==> config.mk <==
export PLATFORM = sky130hd
export DESIGN_NAME = spi_fb_write_ctrl
export DESIGN_NICKNAME = d
export VERILOG_FILES = /design/src/rtl/display_pkg.sv /design/src/rtl/fb_port_arbiter.sv /design/src/rtl/spi_fb_write_ctrl.sv
export SDC_FILE = /design/constraint.sdc
export NUM_CORES = 1
export LEC_CHECK = 0
export CAP_MARGIN = 20
export CORE_UTILIZATION = 30
export DETAILED_ROUTE_END_ITERATION = 10
export PLACE_DENSITY = 0.57
export SYNTH_ARGS = -nofsm -noshare
export SYNTH_HDL_FRONTEND = slang
export SYNTH_SLANG_ARGS = --single-unit
export TNS_END_PERCENT = 50
==> constraint.sdc <==
create_clock -name clk -period 4.2 [get_ports clk]
set_input_delay 1.26 -clock clk [delete_from_list [all_inputs] [get_ports clk]]
set_output_delay 1.26 -clock clk [all_outputs]
set_load 0.01 [all_outputs]
==> src/rtl/display_pkg.sv <==
// Shared constants and command-FSM state type for the display frame-buffer path.
package display_pkg;

  localparam int DEFAULT_ADDR_W = 8;

  localparam logic [7:0] CMD_WRITE = 8'hF0;
  localparam logic [7:0] CMD_SWAP  = 8'hA5;

  typedef enum logic [2:0] {
    IDLE,
    CMD,
    ADDR,
    DATA,
    IGNORE
  } fsm_state_t;

endpackage

==> src/rtl/fb_port_arbiter.sv <==
// Single-entry write buffer and RAM port mux; scan-out reads always take the port.
module fb_port_arbiter
  import display_pkg::*;
#(
  parameter int ADDR_W = DEFAULT_ADDR_W
) (
  input  logic              clk,
  input  logic              rst,
  input  logic              scan_req,
  input  logic [ADDR_W-1:0] scan_addr,
  input  logic              disp_bank,
  input  logic              wr_req,
  input  logic [ADDR_W:0]   wr_addr,
  input  logic [7:0]        wr_data,
  output logic              wr_accept,
  output logic              scan_rvalid,
  output logic              mem_en,
  output logic              mem_we,
  output logic [ADDR_W:0]   mem_addr,
  output logic [7:0]        mem_wdata
);

  logic              pend;
  logic [ADDR_W:0]   pend_addr;
  logic [7:0]        pend_data;
  logic              issue;

  // A queued write drains only when no scan read claims the port; reset blocks it outright.
  assign issue     = pend && !scan_req && !rst;
  assign wr_accept = wr_req && !rst && (!pend || issue);

  always_ff @(posedge clk) begin
    if (rst) begin
      pend        <= 1'b0;
      pend_addr   <= '0;
      pend_data   <= '0;
      scan_rvalid <= 1'b0;
    end else begin
      scan_rvalid <= scan_req;
      if (wr_accept) begin
        pend      <= 1'b1;
        pend_addr <= wr_addr;
        pend_data <= wr_data;
      end else if (issue) begin
        pend <= 1'b0;
      end
    end
  end

  always_comb begin
    mem_en    = 1'b0;
    mem_we    = 1'b0;
    mem_addr  = '0;
    mem_wdata = '0;
    if (!rst) begin
      if (scan_req) begin
        mem_en   = 1'b1;
        mem_addr = {disp_bank, scan_addr};
      end else if (pend) begin
        mem_en    = 1'b1;
        mem_we    = 1'b1;
        mem_addr  = pend_addr;
        mem_wdata = pend_data;
      end
    end
  end

endmodule

==> src/rtl/spi_fb_write_ctrl.sv <==
// Decodes the SPI byte stream into frame-buffer writes and manages the display bank swap.
module spi_fb_write_ctrl
  import display_pkg::*;
#(
  parameter int ADDR_W = DEFAULT_ADDR_W
) (
  input  logic              clk,
  input  logic              rst,
  input  logic              frame_active,
  input  logic              rx_valid,
  input  logic [7:0]        rx_data,
  input  logic              scan_req,
  input  logic [ADDR_W-1:0] scan_addr,
  input  logic              frame_sync,
  output logic              scan_rvalid,
  output logic              mem_en,
  output logic              mem_we,
  output logic [ADDR_W:0]   mem_addr,
  output logic [7:0]        mem_wdata,
  output logic              disp_bank,
  output logic              swap_pending,
  output logic              overflow
);

  fsm_state_t        state;
  fsm_state_t        state_next;
  logic              fa_q;
  logic              frame_rise;
  logic [ADDR_W-1:0] addr_cnt;
  logic              wr_req;
  logic              wr_accept;
  logic              load_addr;
  logic              swap_set;

  assign frame_rise = frame_active && !fa_q;

  always_ff @(posedge clk) begin
    if (rst) state <= IDLE;
    else     state <= state_next;
  end

  // A byte arriving on the falling-edge cycle is still decoded; the frame closes afterwards.
  always_comb begin
    state_next = state;
    unique case (state)
      IDLE:    if (frame_rise) state_next = CMD;
      CMD:     if (rx_valid) state_next = (rx_data == CMD_WRITE) ? ADDR : IGNORE;
      ADDR:    if (rx_valid) state_next = DATA;
      DATA:    state_next = DATA;
      IGNORE:  state_next = IGNORE;
      default: state_next = IDLE;
    endcase
    if (!frame_active) state_next = IDLE;
  end

  always_comb begin
    wr_req    = 1'b0;
    load_addr = 1'b0;
    swap_set  = 1'b0;
    unique case (state)
      CMD:     swap_set  = rx_valid && (rx_data == CMD_SWAP);
      ADDR:    load_addr = rx_valid;
      DATA:    wr_req    = rx_valid;
      default: ;
    endcase
  end

  always_ff @(posedge clk) begin
    if (rst) begin
      fa_q     <= 1'b0;
      addr_cnt <= '0;
      overflow <= 1'b0;
    end else begin
      fa_q <= frame_active;
      if (load_addr)      addr_cnt <= ADDR_W'(rx_data);
      else if (wr_accept) addr_cnt <= addr_cnt + ADDR_W'(1);
      if (frame_rise)                overflow <= 1'b0;
      else if (wr_req && !wr_accept) overflow <= 1'b1;
    end
  end

  // A swap requested in the same cycle as frame_sync is held for the following boundary.
  always_ff @(posedge clk) begin
    if (rst) begin
      disp_bank    <= 1'b0;
      swap_pending <= 1'b0;
    end else if (frame_sync && swap_pending) begin
      disp_bank    <= ~disp_bank;
      swap_pending <= 1'b0;
    end else if (swap_set) begin
      swap_pending <= 1'b1;
    end
  end

  fb_port_arbiter #(.ADDR_W(ADDR_W)) u_arbiter (
    .clk         (clk),
    .rst         (rst),
    .scan_req    (scan_req),
    .scan_addr   (scan_addr),
    .disp_bank   (disp_bank),
    .wr_req      (wr_req),
    .wr_addr     ({~disp_bank, addr_cnt}),
    .wr_data     (rx_data),
    .wr_accept   (wr_accept),
    .scan_rvalid (scan_rvalid),
    .mem_en      (mem_en),
    .mem_we      (mem_we),
    .mem_addr    (mem_addr),
    .mem_wdata   (mem_wdata)
  );

endmodule

==> results.sh <==
export IMPL_cts_buffers=5
export IMPL_stdcell_count=316
export IMPL_path_delay_family="buffers and inverters"
export IMPL_synth_top_area_share=0.415
export IMPL_syn_area_mm2=0.00164
export IMPL_ys_flop_type="dfxtp_1"
export IMPL_min_period_over_period=0.980
export IMPL_die_w_um=76.0
export IMPL_yosys_register_bits=34
export IMPL_hold_viol=0
export IMPL_period_minus_slack_ns=4.11
export IMPL_antenna_left=0
export IMPL_worstPathMaxFanout=15
export IMPL_grt_max_degree=38
export IMPL_fin_ws_ns=0.0852
export IMPL_syn_to_final_growth_pct=39.0
export IMPL_async_reset_ff_frac=0
export IMPL_slew_violations=0
export IMPL_status="complete, no violations"
export IMPL_vias_per_cell=4.71
export IMPL_core_mm2=0.00517
export IMPL_drc=0
export IMPL_root_buffer="clkbuf_8"
export IMPL_crit_required_ns=2.94
export IMPL_postCtsSetupBuffers=0
export IMPL_fin_area_mm2=0.00228
export IMPL_clk_latency_ns=0.28
export IMPL_synth_edf_count=0
export IMPL_n_antenna_cell=0
export IMPL_start_util=0.317
export IMPL_avgSynthCellArea_um2=8.33
export IMPL_die_area_mm2=0.00577
export IMPL_drv_cap=0
export IMPL_reg2reg_depth=4
export IMPL_cts_tree="built"
export IMPL_hp_start="u_arbiter.pend_data[2]"
export IMPL_min_path_type="reg -> reg"
export IMPL_irDropWorstVdd_mv=0.141
export IMPL_yosys_cell_types_count=39
export IMPL_timing_rr_end="addr_cnt[6]"
export IMPL_hold_slack_ns=0.461
export IMPL_antenna_found_initial=0
export IMPL_reg2reg_slack_ns=2.60
export IMPL_die_h_um=76.0
export IMPL_cp_common_cell="clkdlybuf4s50_1"
export IMPL_hold_buffers=0
export IMPL_clock_sinks=34
export IMPL_overflow=0
export IMPL_synth_nets=220
export IMPL_yosys_top_cells_count="dfxtp_1, nand2_1, nand2b_1, o21ai_1, a21oi_1"
export IMPL_yosysMostFrequentCell="dfxtp_1"
export IMPL_hold_depth=2
export IMPL_arrival_ns=2.85
export IMPL_io_pin_count=45
export IMPL_slew_headroom=0.652
export IMPL_synth_warnings=0
export IMPL_p_leak_nw=0.798
export IMPL_grt_pass1_vias=1360
export IMPL_yosys_area_top_type="dfxtp_1"
export IMPL_power_density_mw_per_mm2=278
export IMPL_dp_cells=308
export IMPL_grt_pass1_wl_um=6560
export IMPL_crit_path_top_delay_cell="clkdlybuf4s50_1"
export IMPL_place_congestion=0.838
export IMPL_fill_cells=535
export IMPL_tns_ns=0
export IMPL_clk_path_buf_depth=2
export IMPL_totalWireLength_um=3970
export IMPL_setup_viol=0
export IMPL_wl_per_cell_um=12.6
export IMPL_htree_levels=2
export IMPL_worstReg2RegStart="state[1]"
export IMPL_crit_type="in -> out"
export IMPL_dpl_hpwl_um=2860
export IMPL_dr_pass1_iters=4
export IMPL_clk_pin_slew_ns=0.07
export IMPL_synthCells=197
export IMPL_synth_seq_area_share=0.415
export IMPL_worst_path_largest_cell_delay_ns=0.53
export IMPL_start_kind="primary input"
export IMPL_fin_skew_ns=0.00586
export IMPL_dpl_cell_area_mm2=0.00218
export IMPL_cp_end_kind="output pin"
export IMPL_holdPathEnd="u_arbiter.pend_data[2]"
export IMPL_vias=1489
export IMPL_fmax_mhz=243
export IMPL_path_cells="clkdlybuf4s50_1 > nor3b_2 > buf_6 > a22o_1 > clkdlybuf4s50_1"
export IMPL_drive_above_1_share=0.0854
export IMPL_track_usage=0.145
export IMPL_cp_num_buf_inv=3
export IMPL_worst_pin_slew_ns=0.523
export IMPL_dp_slack_ns=0.0532
export IMPL_io_buffers=44
export IMPL_nNetsFinal=268
export IMPL_drt_iter0_drc=53
export IMPL_cts_resized=0
export IMPL_yosys_top_cells_area="dfxtp_1, nand2b_1, nand2_1, o21ai_1, a22o_1"
export IMPL_rows=26
cells in the final DEF (no fill, tap or decap), types with 3 or more instances in the layout:
master / count
nand3_1: 3
a21oi_1: 10
clkdlybuf4s50_1: 44
clkbuf_8: 6
nand2_1: 29
a211oi_1: 3
nand2b_1: 22
a22o_1: 9
inv_1: 3
dfxtp_1: 34
nor2b_1: 3
buf_4: 8
o21ai_1: 16
o22ai_1: 5
and2_1: 9
a22oi_1: 3
nor2_1: 9
a31oi_1: 3
cells by family (layout without fill, tap and decap cells):
group | after synthesis | after routing | synth area share
simple gates | 90 | 90 | 0.304
compound gates | 54 | 54 | 0.217
flops | 34 | 34 | 0.415
buf+inv | 15 | 64 | 0.0396
xor+xnor | 2 | 2 | 0.0107
fa+ha+maj | 1 | 1 | 0.00762
mux | 1 | 1 | 0.00610
where the power goes:
| part | internal, W | switching (W) |
|---|---|---|
| logic | 0.0000348 | 0.0000229 |
| registers | 0.000324 | 0.00000122 |
| clock network | 0.000132 | 0.000120 |
tightest hold or removal path: stages (launching register included):
cell	delay, ns
dfxtp_1	0.31
nand2b_1	0.06
o21ai_1	0.05
registers in the layout (all words and copies together) (netlist names):
signal,count
swap_pending,1
u_arbiter.pend,1
fa_q,1
u_arbiter.pend_data,8
u_arbiter.scan_rvalid,1
disp_bank,1
overflow,1
addr_cnt,8
u_arbiter.pend_addr,9
state,3
routing by layer:
| layer | track usage | vias to the layer above | share of wire |
|---|---|---|---|
| li1 | - | 789 | - |
| met2 | 0.209 | 37 | 0.41 |
| met3 | 0.0371 | 2 | 0.046 |
| met1 | 0.201 | 661 | 0.53 |
| met5 | 0 | - | 0 |
| met4 | 0.0692 | 0 | 0.013 |
final cells by class:
cell class,count,area (µm²),area share
Clock inverter,2,12.5,0.00548
Timing Repair Buffer,53,512,0.224
Tap cell,70,87.6,0.0384
Clock buffer,6,82.6,0.0362
Inverter,3,11.3,0.00493
Multi-Input combinational cell,148,896,0.393
Sequential cell,34,681,0.298
per-stage QoR:
stage	total power (W)	util
2_1_floorplan	0.000351	-
3_3_place_gp	0.000391	0.422
3_5_place_dp	0.000391	0.422
4_1_cts	0.000646	0.440
5_1_grt	0.000663	0.441
6_report	0.000635	0.441
worst max-delay path by stage:
stage             start          end  slack [ns]  depth (start not counted)
2_1_floorplan  scan_req  mem_addr[7]        0.77                          3
3_3_place_gp   scan_req  mem_addr[5]        0.08                          5
3_5_place_dp   scan_req  mem_addr[4]        0.05                          5
4_1_cts        scan_req  mem_addr[5]        0.04                          5
5_1_grt        scan_req  mem_addr[5]       -0.02                          5
6_report       scan_req  mem_addr[5]        0.09                          5
(Power assumes the default switching activity.)
